`config.mk`:
```
export PLATFORM = sky130hd
export DESIGN_NAME = uart_frame_filter
export DESIGN_NICKNAME = d
export VERILOG_FILES = /design/src/rtl/uart_frame_filter.sv
export SDC_FILE = /design/constraint.sdc
export NUM_CORES = 1
export LEC_CHECK = 0
export ABC_AREA = 1
export CAP_MARGIN = 30
export CORE_ASPECT_RATIO = 1.75
export CORE_MARGIN = 4
export CORE_UTILIZATION = 40
export CTS_CLUSTER_DIAMETER = 80
export DETAILED_ROUTE_END_ITERATION = 10
export HOLD_SLACK_MARGIN = 0.15
export PLACE_DENSITY_LB_ADDON = 0.3
export SLEW_MARGIN = 20
export SYNTH_ARGS = -nofsm -noshare
export SYNTH_HDL_FRONTEND = slang
export SYNTH_SLANG_ARGS = --single-unit
```
`constraint.sdc`:
```
create_clock -name clk_50mhz -period 3.2 [get_ports clk_50mhz]
set_input_delay 0.48 -clock clk_50mhz [delete_from_list [all_inputs] [get_ports clk_50mhz]]
set_output_delay 0.48 -clock clk_50mhz [all_outputs]
set_load 0.01 [all_outputs]
```
`src/rtl/uart_frame_filter.sv`:
```
// Pico frame parser/filter between UART RX and UART TX: clip/attenuate one sample, echo it as a response frame.
// Optional macro UART_FRAME_CHECKSUM_EN adds an XOR checksum byte to both request and response frames.
module uart_frame_filter #(
  parameter logic [7:0] HEADER_BYTE    = 8'hAA,
  parameter logic [7:0] CLIP_HIGH      = 8'd200,
  parameter logic [7:0] CLIP_LOW       = 8'd55,
  parameter int         ATTEN_SHIFT    = 1,
  parameter int         TIMEOUT_CYCLES = 50000
) (
  input  logic        clk_50mhz,
  input  logic        reset_n,
  input  logic [7:0]  rx_data,
  input  logic        rx_valid,
  input  logic        botao_a,
  input  logic        botao_b,
  output logic [7:0]  tx_data,
  output logic        tx_valid,
  input  logic        tx_ready,
  output logic [15:0] frame_count,
  output logic [7:0]  err_count
);

  localparam int TMO_W = $clog2(TIMEOUT_CYCLES + 1);
  localparam logic [TMO_W-1:0] TMO_LAST = TMO_W'(TIMEOUT_CYCLES - 1);

  localparam logic [2:0] ST_IDLE      = 3'd0;
  localparam logic [2:0] ST_WAIT_DATA = 3'd1;
  localparam logic [2:0] ST_PROC      = 3'd2;
  localparam logic [2:0] ST_TX_HDR    = 3'd3;
  localparam logic [2:0] ST_TX_DATA   = 3'd4;
`ifdef UART_FRAME_CHECKSUM_EN
  localparam logic [2:0] ST_WAIT_CSUM = 3'd5;
  localparam logic [2:0] ST_TX_CSUM   = 3'd6;
`endif

  logic [2:0]       state;
  logic [TMO_W-1:0] tmo_cnt;
  logic             a_s1, a_s2, b_s1, b_s2;
  logic             mode_a, mode_b;
  logic [7:0]       sample_p0;
  logic [7:0]       result_p1;
  logic             is_hdr;
  logic             overrun;

  function automatic logic [7:0] filter_sample(input logic [7:0] s, input logic clip_en,
                                               input logic att_en);
    logic [7:0] r;
    r = s;
    if (clip_en) begin
      if (r < CLIP_LOW)       r = CLIP_LOW;
      else if (r > CLIP_HIGH) r = CLIP_HIGH;
    end
    if (att_en) r = r >> ATTEN_SHIFT;
    return r;
  endfunction

  function automatic logic [7:0] sat_inc(input logic [7:0] v);
    return (v == 8'hFF) ? v : v + 8'd1;
  endfunction

  assign is_hdr = (rx_data == HEADER_BYTE);

`ifdef UART_FRAME_CHECKSUM_EN
  assign overrun = rx_valid && (state == ST_PROC || state == ST_TX_HDR ||
                                state == ST_TX_DATA || state == ST_TX_CSUM);
`else
  assign overrun = rx_valid && (state == ST_PROC || state == ST_TX_HDR ||
                                state == ST_TX_DATA);
`endif

  always_ff @(posedge clk_50mhz or negedge reset_n) begin
    if (!reset_n) begin
      state       <= ST_IDLE;
      tmo_cnt     <= '0;
      a_s1        <= 1'b0;
      a_s2        <= 1'b0;
      b_s1        <= 1'b0;
      b_s2        <= 1'b0;
      mode_a      <= 1'b0;
      mode_b      <= 1'b0;
      frame_count <= 16'd0;
      err_count   <= 8'd0;
    end else begin
      a_s1 <= botao_a;
      a_s2 <= a_s1;
      b_s1 <= botao_b;
      b_s2 <= b_s1;
      // Bytes arriving while a response is in flight are dropped and counted.
      if (overrun) err_count <= sat_inc(err_count);
      case (state)
        ST_IDLE: begin
          if (rx_valid && is_hdr) begin
            state   <= ST_WAIT_DATA;
            mode_a  <= a_s2;
            mode_b  <= b_s2;
            tmo_cnt <= '0;
          end
        end
        ST_WAIT_DATA: begin
          // A byte in the expiry cycle takes priority over the timeout.
          if (rx_valid) begin
            if (is_hdr) begin
              mode_a  <= a_s2;
              mode_b  <= b_s2;
              tmo_cnt <= '0;
            end else begin
`ifdef UART_FRAME_CHECKSUM_EN
              state   <= ST_WAIT_CSUM;
              tmo_cnt <= '0;
`else
              state   <= ST_PROC;
`endif
            end
          end else if (tmo_cnt == TMO_LAST) begin
            state     <= ST_IDLE;
            err_count <= sat_inc(err_count);
          end else begin
            tmo_cnt <= tmo_cnt + 1'b1;
          end
        end
`ifdef UART_FRAME_CHECKSUM_EN
        ST_WAIT_CSUM: begin
          if (rx_valid) begin
            if (rx_data == (HEADER_BYTE ^ sample_p0)) begin
              state <= ST_PROC;
            end else begin
              state     <= ST_IDLE;
              err_count <= sat_inc(err_count);
            end
          end else if (tmo_cnt == TMO_LAST) begin
            state     <= ST_IDLE;
            err_count <= sat_inc(err_count);
          end else begin
            tmo_cnt <= tmo_cnt + 1'b1;
          end
        end
`endif
        ST_PROC: state <= ST_TX_HDR;
        ST_TX_HDR: begin
          if (tx_ready) state <= ST_TX_DATA;
        end
        ST_TX_DATA: begin
          if (tx_ready) begin
`ifdef UART_FRAME_CHECKSUM_EN
            state <= ST_TX_CSUM;
`else
            state       <= ST_IDLE;
            frame_count <= frame_count + 16'd1;
`endif
          end
        end
`ifdef UART_FRAME_CHECKSUM_EN
        ST_TX_CSUM: begin
          if (tx_ready) begin
            state       <= ST_IDLE;
            frame_count <= frame_count + 16'd1;
          end
        end
`endif
        default: state <= ST_IDLE;
      endcase
    end
  end

  // Stage p0: capture sample byte
  always_ff @(posedge clk_50mhz) begin
    if (state == ST_WAIT_DATA && rx_valid && !is_hdr) sample_p0 <= rx_data;
  end

  // Stage p1: filtered result, held stable through the TX states
  always_ff @(posedge clk_50mhz) begin
    if (state == ST_PROC) result_p1 <= filter_sample(sample_p0, mode_a, mode_b);
  end

  always_comb begin
    tx_valid = 1'b0;
    tx_data  = 8'h00;
    case (state)
      ST_TX_HDR: begin
        tx_valid = 1'b1;
        tx_data  = HEADER_BYTE;
      end
      ST_TX_DATA: begin
        tx_valid = 1'b1;
        tx_data  = result_p1;
      end
`ifdef UART_FRAME_CHECKSUM_EN
      ST_TX_CSUM: begin
        tx_valid = 1'b1;
        tx_data  = HEADER_BYTE ^ result_p1;
      end
`endif
      default: begin
        tx_valid = 1'b0;
        tx_data  = 8'h00;
      end
    endcase
  end

endmodule

```
==> impl_metrics.json <==
{
  "numCtsBuffers": 9,
  "yosysSeqAreaShare": 0.4721,
  "grtUsageMet3": 0.02842,
  "root_buffer": "clkbuf_16",
  "antenna_found_initial": 0,
  "arrival_ps": 1920,
  "clkTransAtPathRegs_ps": 50,
  "outcome": "finished clean",
  "tightest_slew_ps": 707.3,
  "period_share": 0.7496,
  "drv_slew": 0,
  "synth_seq_cells": 65,
  "die_w_um": 79.86,
  "cts_tree": "yes",
  "crit_path_top_delay_cell": "clkdlybuf4s50_1",
  "gp_congestion": 0.9576,
  "crit_path_start": "state[1]",
  "core_um2": 8727,
  "postSynthAreaPerCell_um2": 7.807,
  "grt_pass1_wl_um": 13540,
  "dr.pass1.iters": 7,
  "syn_inst": 463,
  "synth_edf_count": 16,
  "nNetsFinal": 532,
  "r2r_start": "state[2]",
  "hpwl_um": 6132,
  "finalSetupViolCount": 0,
  "critPathTopFamily": "buffers and inverters",
  "power_density_nw_per_um2": 641.6,
  "grt_max_degree": 32,
  "worst-setup-path-type": "reg -> out",
  "holdCritPathClass": "in -> async",
  "grtUsageTotal": 0.1596,
  "critPathBufInv": 3,
  "die_height_um": 133.8,
  "wl_per_cell_um": 12.50,
  "viasPerCell": 4.937,
  "synth_area_um2": 3615,
  "cts-htree-levels": 3,
  "seqCellArea_um2": 1707,
  "drive_gt1_frac": 0.08077,
  "routed_wl_um": 7963,
  "num_rows": 45,
  "diodes": 0,
  "place_inst": 621,
  "grt-ovfl-total": 0,
  "ant_nets": 0,
  "finalHoldViolations": 0,
  "netlist.area_leader.share": 0.3392,
  "yosysTopAreaCell": "dfrtp_1",
  "grt_util_met1": 0.1655,
  "areaGrowthSynthToFinish_pct": 23.64,
  "ys.flop_type": "dfrtp_1",
  "relSlewSlack": 0.5284,
  "postSynth.asyncResetShare": 0.7538,
  "fin_skew_ps": 5.735,
  "io_buffers": 46,
  "max_stage_delay_ps": 540,
  "cts_sinks": 65,
  "first_global_vias": 3048,
  "period_needed_ps": 2399,
  "critPathMaxFanout": 9,
  "cp_data_required_time_ps": 2720,
  "clockBufferDepth": 2,
  "post-route-drc-count": 0,
  "cts_hold_buffers": 0,
  "p_leak_nw": 2.114,
  "multi_input_area_um2": 1645,
  "path_cells": "inv_1 > nand3_4 > inv_2 > nand2_1 > nand2_1 > clkdlybuf4s50_1",
  "fin_cells": 637,
  "peakVddDrop_mv": 0.3792,
  "synth_most_common_cell": "nand2_1",
  "post_cts.repair.setup_buffers": 0,
  "clk_latency_ps": 320,
  "fill_cells": 840,
  "crit_path_end_kind": "primary output",
  "vias": 3145,
  "syn_nets": 480,
  "ys_warn_count": 0,
  "met2_usage": 0.3037,
  "start_util": 0.4142,
  "drt-initial-drc-count": 261,
  "cts_resized": 0,
  "cp_common_cell": "nand2_1",
  "ios": 47,
  "rsz0062_at_grt": "false",
  "synth_area_leaders": "dfrtp_1 (34%), nand2_1 (16%), edfxtp_1 (13%)",
  "tns_ps": 0,
  "synth_cell_types": 37,
  "die_area_um2": 10680,
  "yosys-top-cells-count": "nand2_1 (155), inv_1 (54), nor2_1 (51)",
  "cap_violations": 0,
  "critPathLaunchType": "flip-flop",
  "max_freq_ghz": 0.4169,
  "grt.busiest_layer": "met2"
}
## where the power goes
part | total (W) | internal (W) | leakage (nW) | switching [W]
registers | 0.00110 | 0.000988 | 0.780 | 0.000115
clock network | 0.000934 | 0.000586 | 0.146 | 0.000348
logic | 0.000829 | 0.000315 | 1.19 | 0.000515
## final timing paths
kind                                       end  slack, ps  cells after the start
worst max-delay path                tx_data[5]        800                      6
worst min register to register            a_s2        350                      0
min in group clk_50mhz                    a_s2        350                      0
worst max register to register    err_count[5]       1170                      8
worst min-delay path            frame_count[3]        210                      1
max in group asynchronous       frame_count[8]       2280                      2
## layout make-up
cell class                      instances  share of cell area
Clock buffer                           11             0.05907
Inverter                               57             0.04843
Timing Repair Buffer                   47              0.1036
Clock inverter                          5            0.006159
Multi-Input combinational cell        335              0.3681
Sequential cell                        65              0.3819
Tap cell                              117             0.03275
## per-stage QoR
| stage | cell area [um^2] | util | worst slack, ps | total power (W) | hold slack (ps) |
|---|---|---|---|---|---|
| after floorplan | 3615 | - | 1655 | 0.001657 | 184.4 |
| after global placement | 4178 | 0.4787 | 980.4 | 0.001931 | 332.6 |
| after detailed placement | 4178 | 0.4787 | 909.9 | 0.001951 | 334.7 |
| after CTS | 4469 | 0.5121 | 781.0 | 0.002893 | 226.6 |
| after global routing | 4469 | 0.5121 | 708.5 | 0.003028 | 265.6 |
| final | 4469 | 0.5121 | 801.4 | 0.002867 | 205.8 |
## state kept, by name, summed over array words and instances, names as in the netlist
register     count
a_s2             1
tmo_cnt         16
sample_p0        8
a_s1             1
b_s1             1
state            3
mode_a           1
b_s2             1
mode_b           1
err_count        8
frame_count     16
result_p1        8
## per-layer routing
| metal | vias up | part of all wire |
|---|---|---|
| met2 | 59 | 0.56 |
| met1 | 1478 | 0.38 |
| met3 | 11 | 0.036 |
| met5 | - | 0 |
| met4 | 0 | 0.017 |
| li1 | 1597 | - |
## worst register-to-register path: cells and delay by family, from the launching register on
kind / cells / cell delay, ps
flops: 1 / 440
simple gates: 6 / 1250
buf+inv: 1 / 50
compound gates: 1 / 180
## cell families after synthesis
group           Yosys count  share of synthesized area
mux                       1                   0.003115
compound gates           27                    0.04362
simple gates            289                     0.3617
xor+xnor                 15                    0.03635
flops                    65                     0.4721
buf+inv                  63                    0.07269
fa+ha+maj                 3                    0.01039
## layout by cell type (no fill, tap or decap), types with 3 or more instances in the layout
master	netlist	routed
clkinv_2	0	4
inv_1	54	54
nand2_2	5	5
nand4_1	18	18
nor3_1	10	10
xor2_1	9	9
o21ai_0	17	17
clkbuf_16	0	10
xnor2_1	6	6
or2_2	3	3
o21bai_1	3	3
ha_1	3	3
clkdlybuf4s50_1	0	45
nor2_1	51	51
edfxtp_1	16	16
nand2_1	155	155
nand3_1	36	36
dfrtp_1	49	49
No activity file was read; power rests on OpenSTA's default activity.
